==> src/rtl/split_solve_sched_if.sv <==
// rtl/split_solve_sched_if.sv - candidate-fetch and shared-checker handshake bundle
interface split_solve_sched_if #(
  parameter int NUM_SPLITS = 8,
  parameter int CAND_W     = 32
);
  localparam int SEL_W = $clog2(NUM_SPLITS);

  logic              cand_req;
  logic              cand_vld;
  logic [CAND_W-1:0] cand_data;
  logic              chk_req;
  logic [SEL_W-1:0]  chk_sel;
  logic [CAND_W-1:0] chk_vec;
  logic              chk_ack;
  logic              chk_pass;

  // scheduler side
  modport master (
    output cand_req,
    input  cand_vld,
    input  cand_data,
    output chk_req,
    output chk_sel,
    output chk_vec,
    input  chk_ack,
    input  chk_pass
  );

  // generator / checker side
  modport slave (
    input  cand_req,
    output cand_vld,
    output cand_data,
    input  chk_req,
    input  chk_sel,
    input  chk_vec,
    output chk_ack,
    output chk_pass
  );
endinterface

==> src/rtl/split_solve_sched.sv <==
// rtl/split_solve_sched.sv - sequences candidates through enabled split checkers until one passes all
module split_solve_sched #(
  parameter int NUM_SPLITS = 8,
  parameter int CAND_W     = 32,
  parameter int MAX_TRIES  = 16,
  parameter int SEL_W      = $clog2(NUM_SPLITS),
  parameter int TRY_W      = $clog2(MAX_TRIES + 1)
) (
  input  logic                  clk,
  input  logic                  rst_n,
  input  logic                  start,
  input  logic [NUM_SPLITS-1:0] split_mask,
  split_solve_sched_if.master   bus,
  output logic                  busy,
  output logic                  done,
  output logic                  sat,
  output logic [CAND_W-1:0]     sol,
  output logic [TRY_W-1:0]      tries
);

  typedef enum logic [1:0] {IDLE, FETCH, CHECK, DONE} state_t;

  state_t                state, state_n;
  logic [NUM_SPLITS-1:0] mask_q, mask_n;
  logic                  cand_req_q, cand_req_n;
  logic                  chk_req_q, chk_req_n;
  logic [SEL_W-1:0]      chk_sel_q, chk_sel_n;
  logic [CAND_W-1:0]     chk_vec_q, chk_vec_n;
  logic                  busy_n, done_n, sat_n;
  logic [CAND_W-1:0]     sol_n;
  logic [TRY_W-1:0]      tries_n;

  logic [SEL_W-1:0]      first_sel;
  logic [SEL_W-1:0]      next_sel;
  logic                  has_next;

  assign bus.cand_req = cand_req_q;
  assign bus.chk_req  = chk_req_q;
  assign bus.chk_sel  = chk_sel_q;
  assign bus.chk_vec  = chk_vec_q;

  // priority scans: lowest enabled split, and lowest enabled split above the current one
  always_comb begin
    first_sel = '0;
    next_sel  = '0;
    has_next  = 1'b0;
    for (int i = NUM_SPLITS - 1; i >= 0; i--) begin
      if (mask_q[i]) begin
        first_sel = SEL_W'(i);
        if (i > int'(chk_sel_q)) begin
          next_sel = SEL_W'(i);
          has_next = 1'b1;
        end
      end
    end
  end

  // next state and next value of every registered output
  always_comb begin
    state_n   = state;
    mask_n    = mask_q;
    chk_sel_n = chk_sel_q;
    chk_vec_n = chk_vec_q;
    sat_n     = sat;
    sol_n     = sol;
    tries_n   = tries;

    unique case (state)
      IDLE: begin
        if (start) begin
          mask_n  = split_mask;
          tries_n = '0;
          sat_n   = 1'b0;
          state_n = FETCH;
        end
      end
      FETCH: begin
        // an empty mask is trivially satisfied without consuming a candidate
        if (mask_q == '0) begin
          sat_n   = 1'b1;
          sol_n   = '0;
          tries_n = '0;
          state_n = DONE;
        end else if (cand_req_q && bus.cand_vld) begin
          chk_vec_n = bus.cand_data;
          tries_n   = tries + TRY_W'(1);
          chk_sel_n = first_sel;
          state_n   = CHECK;
        end
      end
      CHECK: begin
        if (chk_req_q && bus.chk_ack) begin
          if (bus.chk_pass) begin
            if (has_next) begin
              chk_sel_n = next_sel;
            end else begin
              sat_n   = 1'b1;
              sol_n   = chk_vec_q;
              state_n = DONE;
            end
          end else if (tries == TRY_W'(MAX_TRIES)) begin
            sat_n   = 1'b0;
            state_n = DONE;
          end else begin
            state_n = FETCH;
          end
        end
      end
      DONE: begin
        state_n = IDLE;
      end
      default: begin
        state_n = IDLE;
      end
    endcase

    // request/status outputs are derived from the state being entered so they are registered
    cand_req_n = (state_n == FETCH) && (mask_n != '0);
    chk_req_n  = (state_n == CHECK);
    busy_n     = (state_n != IDLE);
    done_n     = (state_n == DONE);
  end

  // state and output registers
  always_ff @(posedge clk or negedge rst_n) begin
    if (!rst_n) begin
      state      <= IDLE;
      mask_q     <= '0;
      cand_req_q <= 1'b0;
      chk_req_q  <= 1'b0;
      chk_sel_q  <= '0;
      chk_vec_q  <= '0;
      busy       <= 1'b0;
      done       <= 1'b0;
      sat        <= 1'b0;
      sol        <= '0;
      tries      <= '0;
    end else begin
      state      <= state_n;
      mask_q     <= mask_n;
      cand_req_q <= cand_req_n;
      chk_req_q  <= chk_req_n;
      chk_sel_q  <= chk_sel_n;
      chk_vec_q  <= chk_vec_n;
      busy       <= busy_n;
      done       <= done_n;
      sat        <= sat_n;
      sol        <= sol_n;
      tries      <= tries_n;
    end
  end

endmodule

==> src/flat_wrapper.sv <==
// flat-port wrapper written by rule: the top's interface ports become plain ports
module split_solve_sched_flat 
#(
  parameter int NUM_SPLITS = 8,
  parameter int CAND_W     = 32,
  parameter int MAX_TRIES  = 16,
  parameter int SEL_W      = $clog2(NUM_SPLITS),
  parameter int TRY_W      = $clog2(MAX_TRIES + 1)
)
  (clk, rst_n, start, split_mask, busy, done, sat, sol, tries, bus_cand_req, bus_cand_vld, bus_cand_data, bus_chk_req, bus_chk_sel, bus_chk_vec, bus_chk_ack, bus_chk_pass);
  split_solve_sched_if #(.NUM_SPLITS(NUM_SPLITS), .CAND_W(CAND_W)) bus_i ();
  input  logic clk;
  input  logic rst_n;
  input  logic start;
  input  logic [NUM_SPLITS-1:0] split_mask;
  output logic busy;
  output logic done;
  output logic sat;
  output logic [CAND_W-1:0] sol;
  output logic [TRY_W-1:0] tries;
  output wire logic [$bits(bus_i.cand_req)-1:0] bus_cand_req;
  input wire logic [$bits(bus_i.cand_vld)-1:0] bus_cand_vld;
  input wire logic [$bits(bus_i.cand_data)-1:0] bus_cand_data;
  output wire logic [$bits(bus_i.chk_req)-1:0] bus_chk_req;
  output wire logic [$bits(bus_i.chk_sel)-1:0] bus_chk_sel;
  output wire logic [$bits(bus_i.chk_vec)-1:0] bus_chk_vec;
  input wire logic [$bits(bus_i.chk_ack)-1:0] bus_chk_ack;
  input wire logic [$bits(bus_i.chk_pass)-1:0] bus_chk_pass;
  assign bus_cand_req = bus_i.cand_req;
  assign bus_i.cand_vld = bus_cand_vld;
  assign bus_i.cand_data = bus_cand_data;
  assign bus_chk_req = bus_i.chk_req;
  assign bus_chk_sel = bus_i.chk_sel;
  assign bus_chk_vec = bus_i.chk_vec;
  assign bus_i.chk_ack = bus_chk_ack;
  assign bus_i.chk_pass = bus_chk_pass;
  split_solve_sched #(.NUM_SPLITS(NUM_SPLITS), .CAND_W(CAND_W), .MAX_TRIES(MAX_TRIES), .SEL_W(SEL_W), .TRY_W(TRY_W)) u_core (.clk(clk), .rst_n(rst_n), .start(start), .split_mask(split_mask), .bus(bus_i), .busy(busy), .done(done), .sat(sat), .sol(sol), .tries(tries));
endmodule
==> config.mk <==
export PLATFORM = sky130hd
export DESIGN_NAME = split_solve_sched_flat
export DESIGN_NICKNAME = d
export VERILOG_FILES = /design/src/rtl/split_solve_sched_if.sv /design/src/rtl/split_solve_sched.sv /design/src/flat_wrapper.sv
export SDC_FILE = /design/constraint.sdc
export NUM_CORES = 1
export LEC_CHECK = 0
export ABC_AREA = 1
export ABC_CLOCK_PERIOD_IN_PS = 3800
export CAP_MARGIN = 20
export CORE_ASPECT_RATIO = 0.5
export CORE_MARGIN = 10
export CORE_UTILIZATION = 45
export DETAILED_ROUTE_END_ITERATION = 12
export GPL_TIMING_DRIVEN = 0
export PLACE_DENSITY = 0.76
export SLEW_MARGIN = 20
export SYNTH_ARGS = -nofsm -noshare
export SYNTH_HDL_FRONTEND = slang
export SYNTH_SLANG_ARGS = --single-unit
==> constraint.sdc <==
create_clock -name clk -period 3.8 [get_ports clk]
set_clock_uncertainty 0.2 [all_clocks]
set_input_delay 0.95 -clock clk [delete_from_list [all_inputs] [get_ports clk]]
set_output_delay 0.95 -clock clk [all_outputs]
set_load 0.01 [all_outputs]
### Word level (Yosys, flattened, before mapping)

Index checks and enable logic that the tools add are counted.

* register bits after elaboration: 87
* input port bits: 46
* output and inout bits: 77
* word-level logic and storage cells: 121

* $add $sub $neg: 1
* order comparisons: 7
* equality and inequality tests: 18
* multiplexer cells: 68
* bitwise operators: 1
* reductions and logical operators: 15

Operators by type and width (count)
* two-way mux 32 bit: 4
* two-way mux 3 bit: 27
* case mux 32 bit (2 select lines): 1
* two-way mux 1 bit: 20
* two-way mux 8 bit: 2
* two-way mux 5 bit: 3
* two-way mux 2 bit: 7
* greater-than comparator 3 bit, first input constant: 4
* AND reduction 6 bit: 2
* case mux 5 bit (2 select lines): 1
* equality test 2 bit, second input constant: 4
* zero test 8 bit: 1
* != test 2 x 1 -> 1 bit, second input constant: 4
* != test 2 bit, second input constant: 4
* case mux 2 bit (4 select lines): 1
* nonzero test 8 bit: 1
* greater-than comparator 2 x 3 -> 1 bit, first input constant: 2
* case mux 3 bit (2 select lines): 1
* AND reduction 3 bit: 2
* nonzero test 2 bit: 3
* adder 5 x 1 -> 5 bit, second input constant: 1
* equality test 5 bit, second input constant: 1
* AND reduction 5 bit: 1
* equality test 2 x 1 -> 1 bit, second input constant: 2
* 9 further kinds: 11

### Depth between registers and ports, before layout

Gate-level depths: netlist of run 1.

* word-level depth: 21
* depth in mapped cells: 13

### Worst setup path before layout of run 1

Ideal clock, no wire load.

* path kind: input-to-reg
* start point: input port bus_chk_ack
* end point: register u_core.sol[2]
* data arrival time: 1925 ps
* data required time: 3481 ps
* slack: 1557 ps
* cell stages on the path: 7
* path through: nand2_1 -> nand2_1 -> nand3_1 -> nor2_8 -> a21boi_4 -> buf_6 -> o21ai_2

* word-level cells in the longest chain between the ends: 3

RTL lines
* from (decl): RTL line flat_wrapper.sv:27 `input wire logic [$bits(bus_i.chk_ack)-1:0] bus_chk_ack;`
* logical AND 1 bit: RTL line split_solve_sched.sv:92 `if (chk_req_q && bus.chk_ack) begin`
* != test 2 x 1 -> 1 bit (no source line)
* AND reduction 5 bit (no source line)
* to (signal assigned): RTL line split_solve_sched.sv:148 `sol <= sol_n;`
* to (decl): RTL line split_solve_sched.sv:17 `output logic [CAND_W-1:0] sol,`

Every way passes these cells.
A chain may end at the register's enable or synchronous reset.

### Worst setup path in the final report of run 1

* start point: input port bus_chk_pass
* end point: register u_core.sol[3]

* word-level cells in the longest chain between the ends: 2

RTL lines
* from (decl): RTL line flat_wrapper.sv:28 `input wire logic [$bits(bus_i.chk_pass)-1:0] bus_chk_pass;`
* != test 2 bit (no source line)
* AND reduction 5 bit (no source line)

Every way passes these cells.

==> results_dict.tcl, run 1 <==
set metrics [dict create \
    status "finished, final reports clean" \
    drt_pass1_iterations 4 \
    routabilityCongestion 0.875 \
    initial_core_util 0.464 \
    wl_per_cell_um 15.5 \
    drt-met1-wl_um 4380 \
    synth_nets 479 \
    tightest_slew_ps 598 \
    rsz0062_at_grt "no" \
    period_minus_slack_ps 2590 \
    syn2layout_area_growth_pct 41.1 \
    ir_worst_vdd_mv 0.414 \
    dieHeight_um 87.1 \
    postCtsSetupBuffers 0 \
    crit_fanout 10 \
    num_rows 24 \
    track_usage 0.164 \
    cts_made_buffers 9 \
    boundaryPins 123 \
    insertion_delay_ps 350 \
    synthesis.area_um2 4050 \
    ys_warn_count 0 \
    grt.overflow.total 0 \
    hpwl_um 8080 \
    cap_violations 0 \
    crit_arrival_ps 2620 \
    hold_viol_final 0 \
    clk_pin_slew_ps 60 \
    wl_um 10600 \
    fin_crit_sh 0.682 \
    core_um2 8740 \
    max_freq_mhz 386 \
    num-fill-cells 704 \
    setup_viol 0 \
    drtAntennaViolNets 0 \
    cts_buffer_depth 2 \
    route.detailed.drc 0 \
    top_layer_used "met4" \
    htree_num_levels 3 \
    tritoncts "built" \
    cts_resized 0 \
    endpoint_kind "register" \
    yosysSeqAreaShare 0.537 \
    clkSinkCount 87 \
    n_antenna_cell 0 \
    final_cells 683 \
    vias 3314 \
    dp.cells 667 \
    die_area_um2 13400 \
    grt_pass1_vias 3436 \
    layout_commonest_cell "clkdlybuf4s50_1" \
    grt_first_pass_wirelength_um 17700 \
    slowest_delay_ps 510 \
    post_drt_via_cell_ratio 4.85 \
    fin_nets 613 \
    met3WireLength_um 629 \
    cts_root_buf "clkbuf_16" \
    hp-class "register to register" \
    die_w_um 154 \
    yosysUniqueCellTypes 28 \
    grt_max_degree 46 \
    syn_inst 427 \
    ys_seq_elements 87 \
    antenna_found_initial 0 \
    crit_type "input pin to register" \
    crit_chain "clkdlybuf4s50_1, inv_1, nand2_1, nand3_1, nor2_8, a21boi_4, buf_6, o21ai_2" \
    slew_headroom 0.601 \
    p_leak_nw 2.61 \
    portBuffers 122 \
    wl_met2_um 5420 \
    drt-initial-drc-count 132 \
    postCtsHoldBufs 0 \
    worstPathRequired_ps 3830 \
    drive_gt1_frac 0.136 \
    p_per_area_nw_per_um2 733 \
    drv_slew 0 \
    final_cell_mix "121 x clkdlybuf4s50_1, 87 x dfrtp_1, 69 x inv_1" \
    timing.critical_path.from_type "input pin" \
    avgSynthCellArea_um2 9.49 \
    postLayoutCoreUtil 0.654 \
    crit_slowest_cell "clkdlybuf4s50_1" \
]
per-layer routing:
layer / global-route usage / up-vias
met2: 0.280 / 58
li1: - / 1644
met5: 0 / -
met3: 0.0646 / 14
met4: 0.0520 / 0
met1: 0.187 / 1598
layout make-up:
type,count,area [um2],share of cell area
timing repair buffer,123,1240,0.217
inverter,70,263,0.0460
multi-input combinational,256,1510,0.264
tap,117,146,0.0256
clock inverter,7,55.1,0.00963
clock buffer,9,225,0.0394
sequential,87,2180,0.381
buffer,14,103,0.0179
state kept, by name, indices dropped and copies added, names as in the netlist:
register / cells
u_core.tries: 5
u_core.sol: 32
u_core.bus.chk_vec: 32
u_core.busy: 1
u_core.done: 1
u_core.mask_q: 8
u_core.state: 2
u_core.bus.chk_sel: 3
u_core.sat: 1
u_core.bus.chk_req: 1
u_core.bus.cand_req: 1
logic make-up (layout without fill, tap and decap cells):
family	Yosys count	count (layout)	share of synthesized area
buffers and inverters	84	223	0.0902
muxes	26	26	0.0723
adders and majority gates	6	6	0.0185
xor gates and xnor gates	3	3	0.00649
DFF	87	87	0.537
and+or+nand+nor	153	153	0.165
AOI/OAI and AO/OA	68	68	0.110
final timing paths:
| kind | start | endpoint | slack [ps] | depth (start not counted) |
|---|---|---|---|---|
| hold / removal | u_core.sat | u_core.sat | 300 | 2 |
| min in group asynchronous | rst_n | u_core.bus.chk_vec[7] | 410 | 1 |
| max in group asynchronous | rst_n | u_core.done | 2350 | 2 |
| hold reg to reg | u_core.sat | u_core.sat | 300 | 2 |
| setup reg to reg | u_core.state[0] | u_core.sol[3] | 1460 | 9 |
| setup / recovery | bus_chk_pass | u_core.sol[3] | 1210 | 8 |
Yosys cell counts:
cell type / count / share of area
o22ai_1: 8 / 0.012
xor2_1: 2 / 0.0043
o211ai_1: 2 / 0.0037
nor3_1: 3 / 0.0037
or2_2: 1 / 0.0015
nor2_4: 1 / 0.0028
a21oi_1: 18 / 0.022
mux2_1: 8 / 0.022
buf_6: 4 / 0.011
nand2_1: 67 / 0.062
nor2_8: 1 / 0.0049
dfrtp_1: 87 / 0.54
mux2_2: 18 / 0.050
nand3_1: 46 / 0.057
a21boi_4: 1 / 0.0046
nand2_2: 1 / 0.0015
a31oi_1: 1 / 0.0015
clkinv_1: 1 / 0.00093
o21ai_0: 14 / 0.017
inv_1: 69 / 0.064
nor2_2: 2 / 0.0031
buf_2: 7 / 0.0086
o21ai_2: 20 / 0.043
ha_1: 6 / 0.019
buf_4: 3 / 0.0056
nor2_1: 31 / 0.029
o21ai_1: 4 / 0.0049
xnor2_1: 1 / 0.0022
where the power goes:
group / switching [mW] / internal (mW)
clock network: 0.400 / 0.453
logic: 1.01 / 0.887
registers: 0.231 / 1.21
worst max-delay path: cells and delay by family:
family	cells	cell delay, ps
and+or+nand+nor	3	490
buffers and inverters	3	800
AOI/OAI and AO/OA	2	380
per-stage QoR:
step | hold slack, ps | setup slack (ps) | total power, mW | TNS [ps] | area, um2
final | 297 | 1210 | 4.19 | 0 | 5720
after global routing | 341 | 1060 | 4.50 | 0 | 5720
after CTS | 306 | 1210 | 4.23 | 0 | 5720
after detailed placement | 290 | 859 | 3.37 | 0 | 5440
after global placement | 272 | -1620 | 3.33 | -140780 | 5420
after floorplan | 319 | 1560 | 2.54 | 0 | 4050
(Power assumes the default switching activity.)
==> run 2, diff against run 1 <==
--- a/config.mk
+++ b/config.mk
@@ -6,11 +6,11 @@
 export NUM_CORES = 1
 export LEC_CHECK = 0
 export ABC_AREA = 1
-export ABC_CLOCK_PERIOD_IN_PS = 3800
+export ABC_CLOCK_PERIOD_IN_PS = 2300
 export CAP_MARGIN = 20
 export CORE_ASPECT_RATIO = 0.5
 export CORE_MARGIN = 10
-export CORE_UTILIZATION = 45
+export CORE_UTILIZATION = 43
 export DETAILED_ROUTE_END_ITERATION = 12
 export GPL_TIMING_DRIVEN = 0
 export PLACE_DENSITY = 0.76
==> constraint.sdc (replaced) <==
create_clock -name clk -period 2.3 [get_ports clk]
set_clock_uncertainty 0.2 [all_clocks]
set_input_delay 0.575 -clock clk [delete_from_list [all_inputs] [get_ports clk]]
set_output_delay 0.575 -clock clk [all_outputs]
set_load 0.01 [all_outputs]
==> run 2 against run 1 <==
The run now ends with hold timing left. Register-to-register slack lost 1300 ps. Critical path depth fell by 7. Highest routed layer unchanged. Via count up 0.33%. Critical path type is now register to primary output. Utilization down 0.73 points. Cell area is 1.3% higher. Critical endpoint is now bus_chk_sel[0]. Final cell count grew 0.15%. Routed wire length increased by 1.4%. Clock power is 76% higher. Worst setup slack lost 1100 ps.
==> results_dict.tcl, run 2 (synthesized netlist as in run 1, its figures left out) <==
set metrics [dict create \
    crit_arrival_ps 1380 \
    grt_max_degree 55 \
    wl_per_cell_um 15.7 \
    timing.critical_path.from_type "register" \
    switchingPower_mw 2.72 \
    fin_nets 614 \
    wl_um 10700 \
    ff_latch_area_um2 2180 \
    final_cell_mix "121 x clkdlybuf4s50_1, 85 x dfrtp_1, 69 x inv_1" \
    ir_worst_vdd_mv 0.592 \
    htree_num_levels 3 \
    crit_fanout 6 \
    routabilityCongestion 0.834 \
    hpwl_um 8160 \
    path_delay_family "buffers and inverters" \
    setup_viol 0 \
    worstPathRequired_ps 1520 \
    rsz0062_at_grt "no" \
    dieHeight_um 88.6 \
    p_per_area_nw_per_um2 1230 \
    cts_root_buf "clkbuf_16" \
    finalPower_mw 7.13 \
    die_w_um 157 \
    clk_pin_slew_ps 60 \
    grt_pass1_vias 3388 \
    boundaryPins 123 \
    crit_chain "clkdlybuf4s50_1" \
    hold_viol_final 13 \
    failed_checks "hold timing" \
    tightest_slew_ps 473 \
    num-fill-cells 724 \
    core_um2 8950 \
    p_clk_frac 0.210 \
    drt_pass1_iterations 4 \
    slowest_delay_ps 580 \
    grt.overflow.total 0 \
    initial_core_util 0.453 \
    vias 3325 \
    seqPwrFrac 0.334 \
    syn2layout_area_growth_pct 42.9 \
    postCtsHoldBufs 0 \
    slew_headroom 0.685 \
    n_antenna_cell 0 \
    endpoint_kind "primary output" \
    cts_buffer_depth 2 \
    cap_violations 0 \
    route.detailed.drc 0 \
    drive_gt1_frac 0.145 \
    crit_type "register to primary output" \
    multi_input_area_um2 1520 \
    clkSinkCount 87 \
    grt_first_pass_wirelength_um 17100 \
    num_rows 24 \
    power_frac_comb 0.456 \
    die_area_um2 13900 \
    dp.cells 667 \
    period_minus_slack_ps 2160 \
    final_cells 684 \
    post_drt_via_cell_ratio 4.86 \
    status "finished, violations left" \
    insertion_delay_ps 340 \
    fin_crit_sh 0.939 \
    cts_made_buffers 9 \
    track_usage 0.156 \
    drtAntennaViolNets 0 \
    crit_slowest_cell "clkdlybuf4s50_1" \
    p_sw_frac 0.382 \
    drt-initial-drc-count 154 \
    layout_commonest_cell "clkdlybuf4s50_1" \
    p_leak_nw 2.62 \
    critPathBufInv 1 \
    antenna_found_initial 0 \
    max_freq_mhz 463 \
    hp-class "input pin to async pin" \
    hold-worst-slack_ps -21.3 \
    portBuffers 122 \
    drv_slew 0 \
    tritoncts "built" \
    intPower_mw 4.41 \
]
## run 2: changes by cell type in the layout (fill, tap and decap cells not counted), sizes merged
cell,before,now
inv,73,70
clkinv,3,1
clkbuf,9,11
clkinvlp,1,4
bufinv,0,1
## run 2: worst paths after layout
| check | from | to | slack, ps | cells after the start |
|---|---|---|---|---|
| max | u_core.bus.chk_sel[0] | bus_chk_sel[0] | 140 | 1 |
| min | rst_n | u_core.mask_q[5] | -20 | 1 |
| max reg2reg | u_core.state[0] | u_core.sol[31] | 160 | 9 |
| min reg2reg | u_core.sat | u_core.sat | 300 | 2 |
| max in group asynchronous | rst_n | u_core.bus.chk_vec[14] | 1290 | 2 |
| min in group clk | u_core.sat | u_core.sat | 300 | 2 |
## run 2: what timing repair did
item,CTS,global route
endpoints found under the setup margin,30,40
gates resized for setup,0,7
setup buffers,1,0
pin swaps,1,0
endpoints found under the hold margin,0,0
## run 2: metrics by stage
step	instance area [um2]	setup TNS (ps)	setup WS, ps	utilization
after floorplan	4050	0	247	-
after global placement	5420	-250620	-2790	0.606
after detailed placement	5440	-8840	-278	0.608
after CTS	5770	0	60.4	0.645
after global routing	5790	0	0.988	0.647
final	5790	0	141	0.647
## run 2: power by group through the flow
stage	Combinational (mW)	Sequential, mW	Clock, mW
after detailed placement	3.18	2.41	0
after global placement	3.12	2.39	0
after floorplan	1.68	2.52	0
after CTS	3.26	2.38	1.52
after global routing	3.56	2.45	1.58
final	3.25	2.38	1.50
## run 2: layout make-up
| class | instances | area share |
|---|---|---|
| Clock buffer | 10 | 0.0413 |
| Tap cell | 117 | 0.0253 |
| Inverter | 70 | 0.0454 |
| Multi-Input combinational cell | 256 | 0.263 |
| Clock inverter | 6 | 0.0119 |
| Buffer | 14 | 0.0182 |
| Sequential cell | 87 | 0.376 |
| Timing Repair Buffer | 124 | 0.219 |
## run 2: routing by layer
layer | track usage | vias up | routed length [um]
met5 | 0 | - | 0
met4 | 0.0388 | 0 | 106
met3 | 0.0421 | 11 | 591
met2 | 0.288 | 92 | 5550
met1 | 0.178 | 1566 | 4500
li1 | - | 1656 | -
